--- config.mk ---
export PLATFORM = sky130hd
export DESIGN_NAME = dac_setpoint_ramp_flat
export DESIGN_NICKNAME = d
export VERILOG_FILES = /design/src/rtl/dac_ramp_pkg.sv /design/src/rtl/dac_setpoint_ramp_if.sv /design/src/rtl/dac_ramp_channel.sv /design/src/rtl/dac_setpoint_ramp.sv /design/src/flat_wrapper.sv
export SDC_FILE = /design/constraint.sdc
export NUM_CORES = 1
export LEC_CHECK = 0
export CORE_MARGIN = 2
export CORE_UTILIZATION = 50
export DETAILED_ROUTE_END_ITERATION = 10
export PLACE_DENSITY = 0.71
export SYNTH_ARGS = -nofsm -noshare
export SYNTH_HDL_FRONTEND = slang
export SYNTH_SLANG_ARGS = --single-unit
--- constraint.sdc ---
create_clock -name clk_in -period 12.6 [get_ports clk_in]
set_clock_uncertainty 0.2 [all_clocks]
set_input_delay 1.89 -clock clk_in [delete_from_list [all_inputs] [get_ports clk_in]]
set_output_delay 1.89 -clock clk_in [all_outputs]
set_load 0.02 [all_outputs]
--- src/rtl/dac_ramp_pkg.sv ---
// Shared widths, reset code and channel state encoding for the DAC setpoint ramp.
package dac_ramp_pkg;
    localparam int              DATA_W     = 16;
    localparam int              RATE_W     = 16;
    localparam logic [15:0]     RESET_CODE = 16'h8000;

    typedef enum logic {
        IDLE = 1'b0,
        RAMP = 1'b1
    } ch_state_e;
endpackage

--- src/rtl/dac_setpoint_ramp_if.sv ---
// Setpoint command bus: valid/ready handshake plus channel, target, step and rate.
interface dac_setpoint_ramp_if #(
    parameter int DATA_W = dac_ramp_pkg::DATA_W,
    parameter int RATE_W = dac_ramp_pkg::RATE_W
);
    logic              cmd_valid;
    logic              cmd_ready;
    logic              cmd_ch;
    logic [DATA_W-1:0] cmd_target;
    logic [DATA_W-1:0] cmd_step;
    logic [RATE_W-1:0] cmd_rate;

    modport master (
        output cmd_valid, cmd_ch, cmd_target, cmd_step, cmd_rate,
        input  cmd_ready
    );

    modport slave (
        input  cmd_valid, cmd_ch, cmd_target, cmd_step, cmd_rate,
        output cmd_ready
    );
endinterface

--- src/rtl/dac_ramp_channel.sv ---
// One DAC channel: IDLE/RAMP FSM, inter-step counter and clamped step arithmetic.
module dac_ramp_channel #(
    parameter int                DATA_W     = dac_ramp_pkg::DATA_W,
    parameter int                RATE_W     = dac_ramp_pkg::RATE_W,
    parameter logic [DATA_W-1:0] RESET_CODE = dac_ramp_pkg::RESET_CODE
) (
    input  logic              clk_in,
    input  logic              rst_in_n,
    input  logic              load,
    input  logic [DATA_W-1:0] cmd_target,
    input  logic [DATA_W-1:0] cmd_step,
    input  logic [RATE_W-1:0] cmd_rate,
    output logic [DATA_W-1:0] code,
    output logic              busy,
    output logic              update
);
    import dac_ramp_pkg::*;

    ch_state_e         state_q, state_d;
    logic [RATE_W-1:0] cnt_q, cnt_d;
    logic [RATE_W-1:0] rate_q, rate_d;
    logic [DATA_W-1:0] tgt_q, tgt_d;
    logic [DATA_W-1:0] step_q, step_d;
    logic [DATA_W-1:0] code_q, code_d;
    logic              upd_q, upd_d;

    // One extra bit keeps the sign of target-current; magnitude then fits DATA_W+1 bits.
    logic [DATA_W:0]   diff;
    logic [DATA_W:0]   mag;

    always_comb begin
        diff    = {1'b0, tgt_q} - {1'b0, code_q};
        mag     = diff[DATA_W] ? (~diff + (DATA_W+1)'(1)) : diff;

        state_d = state_q;
        cnt_d   = cnt_q;
        rate_d  = rate_q;
        tgt_d   = tgt_q;
        step_d  = step_q;
        code_d  = code_q;
        upd_d   = 1'b0;

        // A new command takes priority over a step due on the same edge.
        if (load) begin
            tgt_d   = cmd_target;
            step_d  = cmd_step;
            rate_d  = cmd_rate;
            cnt_d   = cmd_rate;
            state_d = RAMP;
        end else if (state_q == RAMP) begin
            if (cnt_q != '0) begin
                cnt_d = cnt_q - RATE_W'(1);
            end else begin
                cnt_d = rate_q;
                if (step_q == '0 || mag <= {1'b0, step_q}) begin
                    code_d  = tgt_q;
                    state_d = IDLE;
                end else if (diff[DATA_W]) begin
                    code_d = code_q - step_q;
                end else begin
                    code_d = code_q + step_q;
                end
                upd_d = (code_d != code_q);
            end
        end
    end

    always_ff @(posedge clk_in) begin
        if (!rst_in_n) begin
            state_q <= IDLE;
            cnt_q   <= '0;
            rate_q  <= '0;
            tgt_q   <= RESET_CODE;
            step_q  <= '0;
            code_q  <= RESET_CODE;
            upd_q   <= 1'b0;
        end else begin
            state_q <= state_d;
            cnt_q   <= cnt_d;
            rate_q  <= rate_d;
            tgt_q   <= tgt_d;
            step_q  <= step_d;
            code_q  <= code_d;
            upd_q   <= upd_d;
        end
    end

    assign code   = code_q;
    assign busy   = (state_q == RAMP);
    assign update = upd_q;
endmodule

--- src/rtl/dac_setpoint_ramp.sv ---
// Two-channel DAC setpoint ramp: command decode, ready and the shared update strobe.
module dac_setpoint_ramp #(
    parameter int                DATA_W     = dac_ramp_pkg::DATA_W,
    parameter int                RATE_W     = dac_ramp_pkg::RATE_W,
    parameter logic [DATA_W-1:0] RESET_CODE = dac_ramp_pkg::RESET_CODE
) (
    input  logic                clk_in,
    input  logic                rst_in_n,
    dac_setpoint_ramp_if.slave  cmd,
    output logic [DATA_W-1:0]   DAC1_out,
    output logic [DATA_W-1:0]   DAC2_out,
    output logic                dac_update,
    output logic [1:0]          busy
);
    import dac_ramp_pkg::*;

    logic                   ready_q, ready_d;
    logic                   accept;
    logic [1:0]             load;
    logic [1:0]             upd;
    logic [1:0][DATA_W-1:0] code;

    // Ready comes up one cycle after reset release and then stays high.
    assign ready_d = 1'b1;

    always_ff @(posedge clk_in) begin
        if (!rst_in_n) ready_q <= 1'b0;
        else           ready_q <= ready_d;
    end

    always_comb begin
        accept  = cmd.cmd_valid & ready_q;
        load[0] = accept & ~cmd.cmd_ch;
        load[1] = accept &  cmd.cmd_ch;
    end

    for (genvar g = 0; g < 2; g++) begin : g_ch
        dac_ramp_channel #(
            .DATA_W     (DATA_W),
            .RATE_W     (RATE_W),
            .RESET_CODE (RESET_CODE)
        ) u_ch (
            .clk_in     (clk_in),
            .rst_in_n   (rst_in_n),
            .load       (load[g]),
            .cmd_target (cmd.cmd_target),
            .cmd_step   (cmd.cmd_step),
            .cmd_rate   (cmd.cmd_rate),
            .code       (code[g]),
            .busy       (busy[g]),
            .update     (upd[g])
        );
    end

    assign cmd.cmd_ready = ready_q;
    assign DAC1_out      = code[0];
    assign DAC2_out      = code[1];
    assign dac_update    = |upd;
endmodule

--- src/flat_wrapper.sv ---
// flat-port wrapper written by rule: the top's interface ports become plain ports
module dac_setpoint_ramp_flat import dac_ramp_pkg::*;
#(
    parameter int                DATA_W     = dac_ramp_pkg::DATA_W,
    parameter int                RATE_W     = dac_ramp_pkg::RATE_W,
    parameter logic [DATA_W-1:0] RESET_CODE = dac_ramp_pkg::RESET_CODE
)
  (clk_in, rst_in_n, DAC1_out, DAC2_out, dac_update, busy, cmd_cmd_valid, cmd_cmd_ch, cmd_cmd_target, cmd_cmd_step, cmd_cmd_rate, cmd_cmd_ready);
  dac_setpoint_ramp_if #(.DATA_W(DATA_W), .RATE_W(RATE_W)) cmd_i ();
  input  logic clk_in;
  input  logic rst_in_n;
  output logic [DATA_W-1:0] DAC1_out;
  output logic [DATA_W-1:0] DAC2_out;
  output logic dac_update;
  output logic [1:0] busy;
  input wire logic [$bits(cmd_i.cmd_valid)-1:0] cmd_cmd_valid;
  input wire logic [$bits(cmd_i.cmd_ch)-1:0] cmd_cmd_ch;
  input wire logic [$bits(cmd_i.cmd_target)-1:0] cmd_cmd_target;
  input wire logic [$bits(cmd_i.cmd_step)-1:0] cmd_cmd_step;
  input wire logic [$bits(cmd_i.cmd_rate)-1:0] cmd_cmd_rate;
  output wire logic [$bits(cmd_i.cmd_ready)-1:0] cmd_cmd_ready;
  assign cmd_i.cmd_valid = cmd_cmd_valid;
  assign cmd_i.cmd_ch = cmd_cmd_ch;
  assign cmd_i.cmd_target = cmd_cmd_target;
  assign cmd_i.cmd_step = cmd_cmd_step;
  assign cmd_i.cmd_rate = cmd_cmd_rate;
  assign cmd_cmd_ready = cmd_i.cmd_ready;
  dac_setpoint_ramp #(.DATA_W(DATA_W), .RATE_W(RATE_W), .RESET_CODE(RESET_CODE)) u_core (.clk_in(clk_in), .rst_in_n(rst_in_n), .cmd(cmd_i), .DAC1_out(DAC1_out), .DAC2_out(DAC2_out), .dac_update(dac_update), .busy(busy));
endmodule
==> results of run 1 <==
==> through the flow <==
stage                     hold WS, ps  cell area (um^2)  total power [mW]
after global placement            240             14800              2.09
after floorplan                   233             13800              1.80
final                             252             15300              2.67
after detailed placement          246             14800              2.11
after CTS                         256             15300              2.65
after global routing              276             15300              2.85
==> kinds of logic (layout without fill, tap and decap cells) <==
family / Yosys count / count (layout) / share of synthesized area, %
and+or+nand+nor: 658 / 658 / 22.3
adders and majority gates: 106 / 106 / 9.85
muxes: 40 / 40 / 3.09
DFF: 165 / 165 / 24.0
xor gates and xnor gates: 143 / 143 / 9.15
AOI/OAI and AO/OA: 551 / 551 / 25.7
buffers and inverters: 201 / 232 / 5.87
==> sequential cells by signal, indices dropped and copies added, names as in the netlist <==
name,count
u_core.g_ch.u_ch.busy,2
u_core.g_ch.u_ch.tgt_q,32
u_core.g_ch.u_ch.step_q,32
u_core.g_ch.u_ch.update,2
u_core.g_ch.u_ch.rate_q,32
u_core.g_ch.u_ch.code,32
u_core.g_ch.u_ch.cnt_q,32
u_core.cmd.cmd_ready,1
==> worst min path at each step <==
stage,to,slack [ps],cells after the start
floorplan,u_core.g_ch[0].u_ch.rate_q[10],230,2
global placement,u_core.g_ch[1].u_ch.rate_q[15],240,2
detailed placement,u_core.g_ch[1].u_ch.rate_q[11],250,2
CTS,u_core.g_ch[1].u_ch.rate_q[11],260,2
global route,u_core.g_ch[0].u_ch.rate_q[0],280,2
finish,u_core.g_ch[0].u_ch.rate_q[10],250,2
==> layout by cell type, fill, tap and decap left out, types with 18 or more instances in the layout <==
master / instances
clkdlybuf4s50_1: 87
dfxtp_1: 165
o21ai_0: 76
o211ai_1: 22
nor4_1: 21
nor3_1: 37
a31oi_1: 19
xor2_1: 32
nor2b_1: 18
xnor2_1: 110
a21oi_1: 235
inv_1: 102
nor2_1: 118
mux2i_1: 29
nand2_1: 317
ha_1: 102
a211oi_1: 25
a21o_1: 28
nand3_1: 31
==> where the power goes <==
part | internal (mW) | switching [mW]
clock network | 0.290 | 0.242
registers | 0.548 | 0.0364
logic | 0.654 | 0.895
total | 1.49 | 1.17
==> critical path: stages, from the launching register on <==
cell and delay [ps]:
dfxtp_1 380, inv_1 90, ha_1 210, fa_1 410, nor2b_1 220, o2111ai_1 220
and4b_1 360, o31ai_4 870, o21ai_0 270, xnor2_1 330, ha_1 420, nor4b_1 210
a311oi_1 220, o31ai_1 110, a2111oi_0 400, o2111a_1 260, nand4_1 90, nor4_1 350
nand4_1 160, o41ai_1 270, a311oi_1 130
==> routing by layer <==
metal,vias up,routed length [um],GRT usage (%)
met5,-,46,0
met4,6,1070,8.81
met3,75,2820,5.16
met2,478,19900,48.5
met1,6525,19600,39.9
li1,6668,-,-
==> layout make-up <==
class,instances,share of cell area [%]
clock inverters,11,0.864
flip-flops and latches,165,21.5
multi-input cells,1498,63.1
inverters,104,2.56
repair buffers,97,6.17
well taps,341,2.78
clock buffers,20,2.98
==> results.md, run 1 <==
* P_leak at between 5 and 6 nW
* Slew HR at roughly a quarter
* Area leader, netlist: dfxtp_1
* Required time of the critical path at around 13000 ps
* Synth Instances at roughly 1900
* CTS Buf Count at 17
* DP HPWL at ~33000 um
* Die area at roughly 29000 um^2
* Synth top cells by count: 317 x nand2_1, 235 x a21oi_1, 165 x dfxtp_1
* Number of global-route vias before repair at roughly 13000
* Clk buf depth at 2
* Final Setup Violations at 0
* Pin count of the biggest net entering global routing at 106
* CTS H-tree depth at 4
* Yosys reg bits at between 150 and 200
* Final core utilization at a little under three fifths
* Share of cells above drive strength 1 at under 10%
* Area occupied by multi-input gates at between 9000 and 10000 um^2
* Post-Route WL at 43400 um
* Gr usage total at about 30%
* Top cells by area, synth: dfxtp_1 24%, ha_1 9.3%, nand2_1 8.6%, a21oi_1 8.5%, xnor2_1 7.0%
* GPL Wtd Cong at 1.00
* Post-synthesis cell type count at between 90 and 100
* RSZ-0062 raised after global routing: false
* Setup WS post-layout at about 6300 ps
* DRT iter0 DRCs at 1139
* Die width at 170 um
* Core box area at roughly 27000 um^2
* Syn-to-layout area delta at 11.4%
* Seq/Total Area, Yosys at 24.0%
* WL/cell at 19.4 um
* Worst hold start: u_core.g_ch[0].u_ch.rate_q[10]
* Post-Syn Nets at 2022
* Pre-CTS WS at roughly 6400 ps
* Clk Latency, worst-skew pair at roughly 440 ps
* TritonCTS Sinks at 165
* Synthesized cell area at 13800 um^2
* Reg clk slew, reported paths at 70 ps
* Synth Area per Inst at around 7.4 um^2
* YS warnings at 0
* Number of flops mapped to enable cells by yosys at 0
* Rows at 60
* Total number of vias at approximately 14000
* Post-synth top area share at between 20% and 30%
* Top-count cell post-synth: nand2_1
* Tcrit/Tclk final at between 50% and 60%
* Period minus WS final at 6320 ps
* Register area at between 3000 and 4000 um^2
* Ys async rst share at 0%
* Initial Util at 51.0%
* FF-to-FF setup slack at approximately 6300 ps
* First-pass detailed-route iteration total at 5
* R2r startpoint: u_core.g_ch[0].u_ch.tgt_q[0]
* Fin cells at 2236
* Critical path launch point type: flop
* Arr. time, crit path at between 6000 and 7000 ps
* Worst Setup SP: u_core.g_ch[0].u_ch.tgt_q[0]
* CTS Hold Bufs at 0
* Port Buffer Count at 87
* Root buf cell: clkbuf_16
* CTS tree: built
* Placed insts at roughly 2200
* Setup tns final at 0 ps
* Pwr Density at around 170 nW/um^2
* Hold WC Path Type: reg2reg
* Reg2Reg Depth at 20
* N_diodes at 0
* Final slew viol count at 0
* Total gr overflow at 0
* Crit path to: u_core.g_ch[0].u_ch.update
* Crit end category: flop
* Slew @ Worst Pin at 1120 ps
* Die Ht at about 170 um
* Max Cap Viol at 0
* First-pass GRT wire length at 67700 um
* Initial antenna violation count at 3
* Fmax at approximately 160 MHz
* WS Path Type: reg2reg
* Via/cell ratio at around 6
* Hold Vio Cnt, Final at 0
* # IOs at a little under 90
* CTS resizes at 0
* Post-CTS Setup Inserts at 0
* Reg-to-reg endpoint: u_core.g_ch[0].u_ch.update
* Layout Nets at between 2000 and 2500
* FILL cells at about 2600
* VDD IR max at ~0.11 mV
* Post-route DRC at 0
* Primary FF master, synth: dfxtp_1
* Antenna Violating Nets Remaining at 0
* Status: finished clean
* Max FO, Critical Path at 22
Power figures use the tool's default switching activity.
==> run 2, diff against run 1 <==
--- a/config.mk
+++ b/config.mk
@@ -8,7 +8,7 @@
 export CORE_MARGIN = 2
 export CORE_UTILIZATION = 50
 export DETAILED_ROUTE_END_ITERATION = 10
-export PLACE_DENSITY = 0.71
+export PLACE_DENSITY = 0.74
 export SYNTH_ARGS = -nofsm -noshare
 export SYNTH_HDL_FRONTEND = slang
 export SYNTH_SLANG_ARGS = --single-unit
==> constraint.sdc (replaced) <==
create_clock -name clk_in -period 5.4 [get_ports clk_in]
set_clock_uncertainty 0.2 [all_clocks]
set_input_delay 0.81 -clock clk_in [delete_from_list [all_inputs] [get_ports clk_in]]
set_output_delay 0.81 -clock clk_in [all_outputs]
set_load 0.02 [all_outputs]
==> results.md, run 2 (synthesized netlist as in run 1, its figures left out) <==
* Status: finished clean
* Total gr overflow at 0
* Gr usage total at about 31%
* Share of cells above drive strength 1 at roughly 14%
* Number of global-route vias before repair at about 13000
* Core box area at around 27000 um^2
* First-pass detailed-route iteration total at 5
* Most used cell, CP: a21oi_1
* FILL cells at between 2000 and 2500
* Fmax at ~190 MHz
* Required time of the critical path at 5510 ps
* Hold WC Path Type: reg2reg
* TritonCTS Sinks at ~170
* Setup tns final at 0 ps
* Antenna Violating Nets Remaining at 0
* First-pass GRT wire length at a little over 70000 um
* N_diodes at 0
* WL/cell at between 15 and 20 um
* Buf/Inv on CP at 2
* Port Buffer Count at between 80 and 90
* DP HPWL at between 30000 and 40000 um
* Layout Nets at ~2200
* Worst Setup SP: u_core.g_ch[1].u_ch.tgt_q[0]
* Pin count of the biggest net entering global routing at approximately 100
* Most common cell after layout, fill and taps aside: nand2_1
* Die width at around 170 um
* Initial antenna violation count at 1
* Rows at 60
* DRT iter0 DRCs at ~1200
* Tcrit/Tclk final at a little over nine tenths
* Clk Latency, worst-skew pair at about 440 ps
* Post-route DRC at 0
* Worst hold start: u_core.g_ch[0].u_ch.rate_q[13]
* R2r startpoint: u_core.g_ch[1].u_ch.tgt_q[0]
* # IOs at between 80 and 90
* Post-Route WL at 46000 um
* Critical Path Max Stage Delay at approximately 500 ps
* Reg clk slew, reported paths at ~70 ps
* CTS Buf Count at 17
* P_leak at between 6 and 7 nW
* Placed insts at 2324
* Initial Util at approximately half
* Final slew viol count at 0
* Pwr Density at just over 400 nW/um^2
* GPL Wtd Cong at ~1
* Die Ht at about 170 um
* Cell family with most CP delay: compound AO/OA/AOI/OAI gates
* Max Cap Viol at 0
* Root buf cell: clkbuf_16
* Die area at 28900 um^2
* Fin cells at 2379
* Critical path launch point type: flop
* Syn-to-layout area delta at 22.3%
* Max FO, Critical Path at 12
* Most frequent cells in the layout: 316 x nand2_1, 230 x a21oi_1, 164 x dfxtp_1
* Slew @ Worst Pin at around 1100 ps
* Arr. time, crit path at 5300 ps
* Hold WS at 252 ps
* Final Power at roughly 7 mW
* Clk buf depth at 2
* VDD IR max at 0.282 mV
* Hold Vio Cnt, Final at 0
* Slowest CP cell: o41ai_4
* CTS Hold Bufs at 0
* CTS tree: built
* CTS H-tree depth at 4
* Period minus WS final at roughly 5200 ps
* Final Setup Violations at 0
* Slew HR at a little under a quarter
* Via/cell ratio at 6.07
* WS Path Type: reg2reg
* Final core utilization at 62.3%
* Critical Path, Cell by Cell: inv_1 > ha_1 > fa_2 > nand2b_4 > a211oi_4 > o41ai_4 > o2bb2ai_2 > o32ai_1 > buf_4 > a21oi_1 > xnor2_1 > ha_1 > or4_1 > o21ai_0 > a21oi_1 > a21o_1 > a21oi_1 > xnor2_1 > o2111ai_1 > nor4b_2 > o31a_1 > a41oi_1
* Total number of vias at between 10000 and 15000
* Crit end category: flop
[run 2: cell types whose count changed in the layout (fill, tap and decap cells not counted), moves of 5 or more]
cell     change
a21oi_1      -5
ha_1        -10
a21oi_2      +5
o21ai_0      -5
ha_2         +5
ha_4         +5
buf_4      +136
[run 2: worst reg2reg max path, stage by stage (launching register included)]
cell and delay (ps):
dfxtp_1 310, inv_1 80, ha_1 190, fa_2 230, nand2b_4 160, a211oi_4 80, o41ai_4 490, o2bb2ai_2 140
o32ai_1 260, buf_4 240, a21oi_1 80, xnor2_1 200, ha_1 290, or4_1 480, o21ai_0 120, a21oi_1 90
a21o_1 210, a21oi_1 170, xnor2_1 210, o2111ai_1 220, nor4b_2 340, o31a_1 160, a41oi_1 110
[run 2: repair_timing]
action                     CTS  global route
pin swaps                    4            26
setup buffers                3            19
gates resized for setup     11            70
gates cloned                 0             1
setup endpoints to repair    8            36
[run 2: path summary, 6_finish.rpt]
path / endpoint / depth (start not counted) / slack, ps
worst max register to register: u_core.g_ch[1].u_ch.update / 22 / 210
worst min register to register: u_core.g_ch[0].u_ch.rate_q[13] / 2 / 250
worst max-delay path: u_core.g_ch[1].u_ch.update / 22 / 210
worst min-delay path: u_core.g_ch[0].u_ch.rate_q[13] / 2 / 250
[run 2: power by group]
part           internal [mW]  switching [mW]
clock                  0.671           0.569
combinational           2.02            2.38
sequential              1.28          0.0636
total                   3.97            3.01
[run 2: metal layers]
| layer | part of all wire [%] | vias up | track usage, % |
|---|---|---|---|
| li1 | - | 6969 | - |
| met1 | 44 | 6807 | 42.1 |
| met2 | 44 | 569 | 48.8 |
| met3 | 8.6 | 105 | 7.21 |
| met4 | 3.0 | 2 | 10.1 |
| met5 | 0.028 | - | 0 |
[run 2: cell type report]
class / instances / area, um^2 / area share [%]
multi-input cells: 1498 / 10100 / 59.7
flip-flops and latches: 165 / 3300 / 19.6
repair buffers: 239 / 2070 / 12.3
clock buffers: 18 / 439 / 2.61
well taps: 341 / 427 / 2.53
inverters: 104 / 393 / 2.33
clock inverters: 14 / 159 / 0.943
[run 2: per-stage QoR]
stage               area, um^2  setup slack (ps)
finish                   16800               214
floorplan                13800              67.9
detailed placement       15700              -185
global route             16800             -39.7
CTS                      16400              19.2
global placement         15700              -150
==> run 3, diff against run 2 <==
--- a/config.mk
+++ b/config.mk
@@ -7,8 +7,10 @@
 export LEC_CHECK = 0
 export CORE_MARGIN = 2
 export CORE_UTILIZATION = 50
+export CTS_CLUSTER_SIZE = 8
 export DETAILED_ROUTE_END_ITERATION = 10
 export PLACE_DENSITY = 0.74
+export SLEW_MARGIN = 0
 export SYNTH_ARGS = -nofsm -noshare
 export SYNTH_HDL_FRONTEND = slang
 export SYNTH_SLANG_ARGS = --single-unit
==> results of run 3 <==
The final DEF is identical to that of run 2; final timing and power are the same.
